`config.mk`:
```
export PLATFORM = sky130hd
export DESIGN_NAME = dino_jump_physics_flat
export DESIGN_NICKNAME = d
export VERILOG_FILES = /design/src/rtl/dino_jump_physics_if.sv /design/src/rtl/dino_jump_physics.sv /design/src/flat_wrapper.sv
export SDC_FILE = /design/constraint.sdc
export NUM_CORES = 1
export LEC_CHECK = 0
export CAP_MARGIN = 20
export CELL_PAD_IN_SITES_DETAIL_PLACEMENT = 0
export CELL_PAD_IN_SITES_GLOBAL_PLACEMENT = 1
export CORE_MARGIN = 5
export CORE_UTILIZATION = 42
export DETAILED_ROUTE_END_ITERATION = 12
export GPL_TIMING_DRIVEN = 0
export PLACE_DENSITY_LB_ADDON = 0.12
export SKIP_LAST_GASP = 1
export SYNTH_ARGS = -nofsm -noshare
export SYNTH_HDL_FRONTEND = slang
export SYNTH_SLANG_ARGS = --single-unit
```
`constraint.sdc`:
```
create_clock -name clk -period 3.4 [get_ports clk]
set_input_delay 0.68 -clock clk [delete_from_list [all_inputs] [get_ports clk]]
set_output_delay 0.68 -clock clk [all_outputs]
set_load 0.05 [all_outputs]
```
`src/rtl/dino_jump_physics_if.sv`:
```
// Purpose: groups the frame/button/game-state inputs and the dino position
//          outputs of the jump physics block into one bundle.
// Ports: frameClk, jumpBtn, gameState (to physics); dinoY, airborne, landed (from physics).
interface dino_jump_physics_if;
  logic       frameClk;
  logic       jumpBtn;
  logic [3:0] gameState;
  logic [7:0] dinoY;
  logic       airborne;
  logic       landed;

  // master: the game/frame side that drives stimulus and consumes the position
  modport master (
    output frameClk, jumpBtn, gameState,
    input  dinoY, airborne, landed
  );

  // slave: the physics block itself
  modport slave (
    input  frameClk, jumpBtn, gameState,
    output dinoY, airborne, landed
  );
endinterface

```
`src/rtl/dino_jump_physics.sv`:
```
// Purpose: per-frame vertical motion of the dino sprite (jump under constant gravity).
// Latency: one frame tick per frameClk high phase; outputs update on that tick's clk edge.
// Ports: clk, resetn (sync, active-low), bus (frameClk, jumpBtn, gameState in; dinoY, airborne, landed out).
module dino_jump_physics #(
  parameter logic        [7:0] GROUND_Y     = 8'd90,
  parameter logic signed [7:0] JUMP_VEL     = -8'sd7,
  parameter logic signed [7:0] GRAVITY      = 8'sd1,
  parameter logic signed [7:0] MAX_FALL     = 8'sd8,
  parameter logic        [3:0] GAME_RUNNING = 4'd1
) (
  input logic                 clk,
  input logic                 resetn,
  dino_jump_physics_if.slave  bus
);

  typedef enum logic {GROUND, AIR} stateT;

  stateT              state, stateNext;
  logic        [7:0]  dinoY, dinoYNext;
  logic signed [7:0]  vel, velNext;
  logic               airborne, landed, landedNext;
  logic               frameHandled, jumpPending;
  logic               btnSync1, btnSync2, btnPrev;
  logic               tick, btnEdge, running;
  logic signed [9:0]  nextY, launchY;
  logic signed [8:0]  velInc;

  // One tick per frameClk high phase, however many clks the phase lasts.
  assign tick    = bus.frameClk & ~frameHandled;
  assign btnEdge = btnSync2 & ~btnPrev;
  assign running = (bus.gameState == GAME_RUNNING);

  always_ff @(posedge clk) begin
    if (!resetn) begin
      frameHandled <= 1'b0;
      btnSync1     <= 1'b0;
      btnSync2     <= 1'b0;
      btnPrev      <= 1'b0;
      jumpPending  <= 1'b0;
    end else begin
      if (!bus.frameClk)
        frameHandled <= 1'b0;
      else if (tick)
        frameHandled <= 1'b1;
      btnSync1 <= bus.jumpBtn;
      btnSync2 <= btnSync1;
      btnPrev  <= btnSync2;
      // Every tick consumes the pending flag (launch, discard or freeze);
      // an edge arriving on the tick clk survives for the next tick.
      jumpPending <= btnEdge | (jumpPending & ~tick);
    end
  end

  always_ff @(posedge clk) begin
    if (!resetn) begin
      state    <= GROUND;
      dinoY    <= GROUND_Y;
      vel      <= 8'sd0;
      airborne <= 1'b0;
      landed   <= 1'b0;
    end else begin
      state    <= stateNext;
      dinoY    <= dinoYNext;
      vel      <= velNext;
      airborne <= (stateNext == AIR);
      landed   <= landedNext;
    end
  end

  always_comb begin
    stateNext  = state;
    dinoYNext  = dinoY;
    velNext    = vel;
    landedNext = 1'b0;
    // 10-bit signed math so upward overshoot past row 0 is visible as negative.
    nextY   = $signed({2'b00, dinoY}) + $signed({{2{vel[7]}}, vel});
    launchY = $signed({2'b00, GROUND_Y}) + $signed({{2{JUMP_VEL[7]}}, JUMP_VEL});
    velInc  = $signed({vel[7], vel}) + $signed({GRAVITY[7], GRAVITY});

    if (tick && running) begin
      case (state)
        GROUND: begin
          if (jumpPending) begin
            dinoYNext = launchY[7:0];
            velNext   = JUMP_VEL + GRAVITY;
            stateNext = AIR;
          end
        end
        AIR: begin
          if ((vel > 8'sd0) && (nextY >= $signed({2'b00, GROUND_Y}))) begin
            dinoYNext  = GROUND_Y;
            velNext    = 8'sd0;
            stateNext  = GROUND;
            landedNext = 1'b1;
          end else if (nextY < 10'sd0) begin
            dinoYNext = 8'd0;
            velNext   = velInc[7:0];
          end else begin
            dinoYNext = nextY[7:0];
            velNext   = (velInc > $signed({MAX_FALL[7], MAX_FALL})) ? MAX_FALL : velInc[7:0];
          end
        end
        default: stateNext = GROUND;
      endcase
    end
  end

  assign bus.dinoY    = dinoY;
  assign bus.airborne = airborne;
  assign bus.landed   = landed;

endmodule

```
`src/flat_wrapper.sv`:
```
// flat-port wrapper written by rule: the top's interface ports become plain ports
module dino_jump_physics_flat 
#(
  parameter logic        [7:0] GROUND_Y     = 8'd90,
  parameter logic signed [7:0] JUMP_VEL     = -8'sd7,
  parameter logic signed [7:0] GRAVITY      = 8'sd1,
  parameter logic signed [7:0] MAX_FALL     = 8'sd8,
  parameter logic        [3:0] GAME_RUNNING = 4'd1
)
  (clk, resetn, bus_frameClk, bus_jumpBtn, bus_gameState, bus_dinoY, bus_airborne, bus_landed);
  dino_jump_physics_if bus_i ();
  input logic clk;
  input logic resetn;
  input wire logic [$bits(bus_i.frameClk)-1:0] bus_frameClk;
  input wire logic [$bits(bus_i.jumpBtn)-1:0] bus_jumpBtn;
  input wire logic [$bits(bus_i.gameState)-1:0] bus_gameState;
  output wire logic [$bits(bus_i.dinoY)-1:0] bus_dinoY;
  output wire logic [$bits(bus_i.airborne)-1:0] bus_airborne;
  output wire logic [$bits(bus_i.landed)-1:0] bus_landed;
  assign bus_i.frameClk = bus_frameClk;
  assign bus_i.jumpBtn = bus_jumpBtn;
  assign bus_i.gameState = bus_gameState;
  assign bus_dinoY = bus_i.dinoY;
  assign bus_airborne = bus_i.airborne;
  assign bus_landed = bus_i.landed;
  dino_jump_physics #(.GROUND_Y(GROUND_Y), .JUMP_VEL(JUMP_VEL), .GRAVITY(GRAVITY), .MAX_FALL(MAX_FALL), .GAME_RUNNING(GAME_RUNNING)) u_core (.clk(clk), .resetn(resetn), .bus(bus_i));
endmodule
```
==> results.txt <==
crit path kind: flop to flop
first-pass GRT wire length: 7160 um
TritonRoute pass-1 iters: 4
warnings from Yosys: 0
Worst path slowest cell: dfxtp_1
WL final: 4330 um
Finished Core Util: 51.4%
Critical Path Fanout Max: 10
Period Utilization, post-route: 88.4%
CP most frequent cell: buf_4
CTS tree: built
CTS clk-pin slew, worst paths: 0.09 ns
post-route minimum period: 3.00 ns
root buffer cell: clkbuf_8
Synth Cell Area: 1640 um2
Max Slew Vio Count: 0
largest net degree at the start of global routing: 15
Via density: 6.00
# resized after CTS: 0
Max Cap Violations: 0
Max Root-Sink Buffers: 2
Post-synth EDFFs: 0
RSZ-0062 raised after global routing: no
most frequent cells in the layout: 23 x dfxtp_1, 19 x nand3_1, 16 x clkdlybuf4s50_1
Lkg Pwr: 0.734 nW
vias: 1,633
Detail Route Antenna Nets: 0
clk_lat worst skew: 0.27 ns
synth unique cells: 56
CTS Buf Count: 3
post-route setup slack: 0.395 ns
hold buffers post-CTS: 0
num ports: 18
cell taking the most area after synthesis: dfxtp_1
worst path cell trace: ha_1 -> buf_4 -> a21oi_2 -> a2bb2oi_2 -> nand3_1 -> or2_2 -> o22ai_1 -> buf_4 -> a21oi_1 -> or3_1
Power, Total: 0.000626 W
net count of the finished layout: 245
Most used DFF post-synth: dfxtp_1
die area: 5260 um2
Worst VDD drop: 0.000163 V
Die Wd: 72.5 um
TritonCTS Sinks: 23
layout cells sized above 1: 10.3%
routed len/inst: 15.9 um
sequential share of power: 45.6%
Syn Inst Count: 204
post-synthesis sequential area ratio: 28.1%
final count of negative-setup-slack endpoints: 0
Port-buffer cells: 16
Post-Place Cell Area: 1860 um2
Synth top area share: 28.1%
clock power share: 28.5%
grt ovf: 0
post-CTS setup buffer count: 0
Worst-Margin Slew: 0.816 ns
Crit. End Element: flop
sw power: 0.000199 W
pre-CTS WS: 0.332 ns
final hold violation count: 0
syn nets: 224
vias in the first global route: 1,543
fill count: 374
n_diodes: 0
setup TNS: 0 ns
multi-input logic area: 1090 um2
Die H: 72.5 um
Synth async-reset ratio: 0%
initial antenna violation count: 0
Startpoint Class: flop
skew final: 0.00409 ns
Initial Util: 44.1%
area grow syn2layout: 16.4%
Data arrival, critical path: 3.17 ns
combinational share of power: 25.9%
H-tree depth: 1
Core Rows: 22
DRT iter0 DRCs: 97
DRC: 0
most common cell after layout, fill and taps aside: dfxtp_1
switching share of power: 31.8%
register area: 460 um2
Total Routing Usage GR: 17.2%
worst min path class: flop to flop
Core Area: 3720 um2
Worst Path Required: 3.56 ns
post-synthesis register bit count: 23
Post-DP HPWL: 3290 um
internal power: 0.000428 W
Synth Area per Inst: 8.04 um2
Slew HR: 45.2%
gpl congestion: 0.944
PD cells: 328 nW/um2
status: finished, final reports clean
Finished Cell Area: 1910 um2
ranking of synthesized cells by area: dfxtp_1 28%, ha_1 8.4%, nand3_1 5.8%
Slowest Stage Delay on Critical Path: 0.52 ns
Max Clock Freq: 0.333 GHz
[power by group through the flow]
stage / Combinational [W] / Sequential (W) / Clock [W]
6_report: 0.000162 / 0.000286 / 0.000179
5_1_grt: 0.000179 / 0.000287 / 0.000194
4_1_cts: 0.000161 / 0.000286 / 0.000184
3_5_place_dp: 0.000160 / 0.000292 / 0
3_3_place_gp: 0.000158 / 0.000292 / 0
2_1_floorplan: 0.000122 / 0.000289 / 0
[layer usage]
layer / routed length, um / global-route usage, % / up-vias / share of wire (%)
li1: - / - / 795 / -
met1: 1990 / 21.9 / 791 / 46
met2: 2080 / 29.5 / 39 / 48
met3: 176 / 1.80 / 8 / 4.1
met4: 78 / 6.76 / 0 / 1.8
met5: 0 / 0 / - / 0
[worst paths after layout]
path | startpoint | endpoint | cells after the start | slack [ns]
worst max-delay path | u_core.vel[4] | u_core.vel[3] | 10 | 0.40
worst max register to register | u_core.vel[4] | u_core.vel[3] | 10 | 0.40
worst min-delay path | u_core.btnSync1 | u_core.btnSync2 | 1 | 0.45
worst min register to register | u_core.btnSync1 | u_core.btnSync2 | 1 | 0.45
[area by class of cell]
class / instances / area share, %
flip-flops and latches: 23 / 24.1
multi-input cells: 160 / 56.9
well taps: 48 / 3.15
clock inverters: 1 / 0.393
clock buffers: 3 / 2.16
inverters: 11 / 2.16
repair buffers: 16 / 8.39
plain buffers: 10 / 2.75
[flip-flops by register name, summed over array words and instances (netlist names)]
register	count
u_core.bus.dinoY	8
u_core.state	1
u_core.frameHandled	1
u_core.vel	8
u_core.jumpPending	1
u_core.btnPrev	1
u_core.btnSync1	1
u_core.btnSync2	1
u_core.bus.landed	1
[stage by stage]
step	hold slack, ns	std cells
floorplan	0.412	204
CTS	0.462	272
global route	0.465	272
global placement	0.423	268
detailed placement	0.437	268
finish	0.451	272
[worst max-delay path, delay by kind of cell, from the launching register on]
family                     cells  cell delay [ns]
AOI/OAI and AO/OA              4             0.73
buffers and inverters          2             0.39
DFF                            1             0.52
adders and majority gates      1             0.30
and+or+nand+nor                3             0.95
[synthesized netlist by cell type (5+ instances only)]
| cell | instances |
|---|---|
| a31oi_1 | 6 |
| a21oi_1 | 15 |
| and2_1 | 5 |
| ha_1 | 11 |
| o21ai_0 | 9 |
| inv_1 | 10 |
| nand2_1 | 12 |
| dfxtp_1 | 23 |
| and3_1 | 5 |
| nor2_1 | 13 |
| nand3_1 | 19 |
[cell families after synthesis]
| family | count (synthesis) | share of synthesized area (%) |
|---|---|---|
| DFF | 23 | 28.1 |
| AOI/OAI and AO/OA | 58 | 25.1 |
| muxes | 1 | 0.610 |
| xor gates and xnor gates | 8 | 4.27 |
| buffers and inverters | 21 | 5.72 |
| adders and majority gates | 12 | 9.61 |
| and+or+nand+nor | 81 | 26.6 |
No activity file was read; power rests on OpenSTA's default activity.
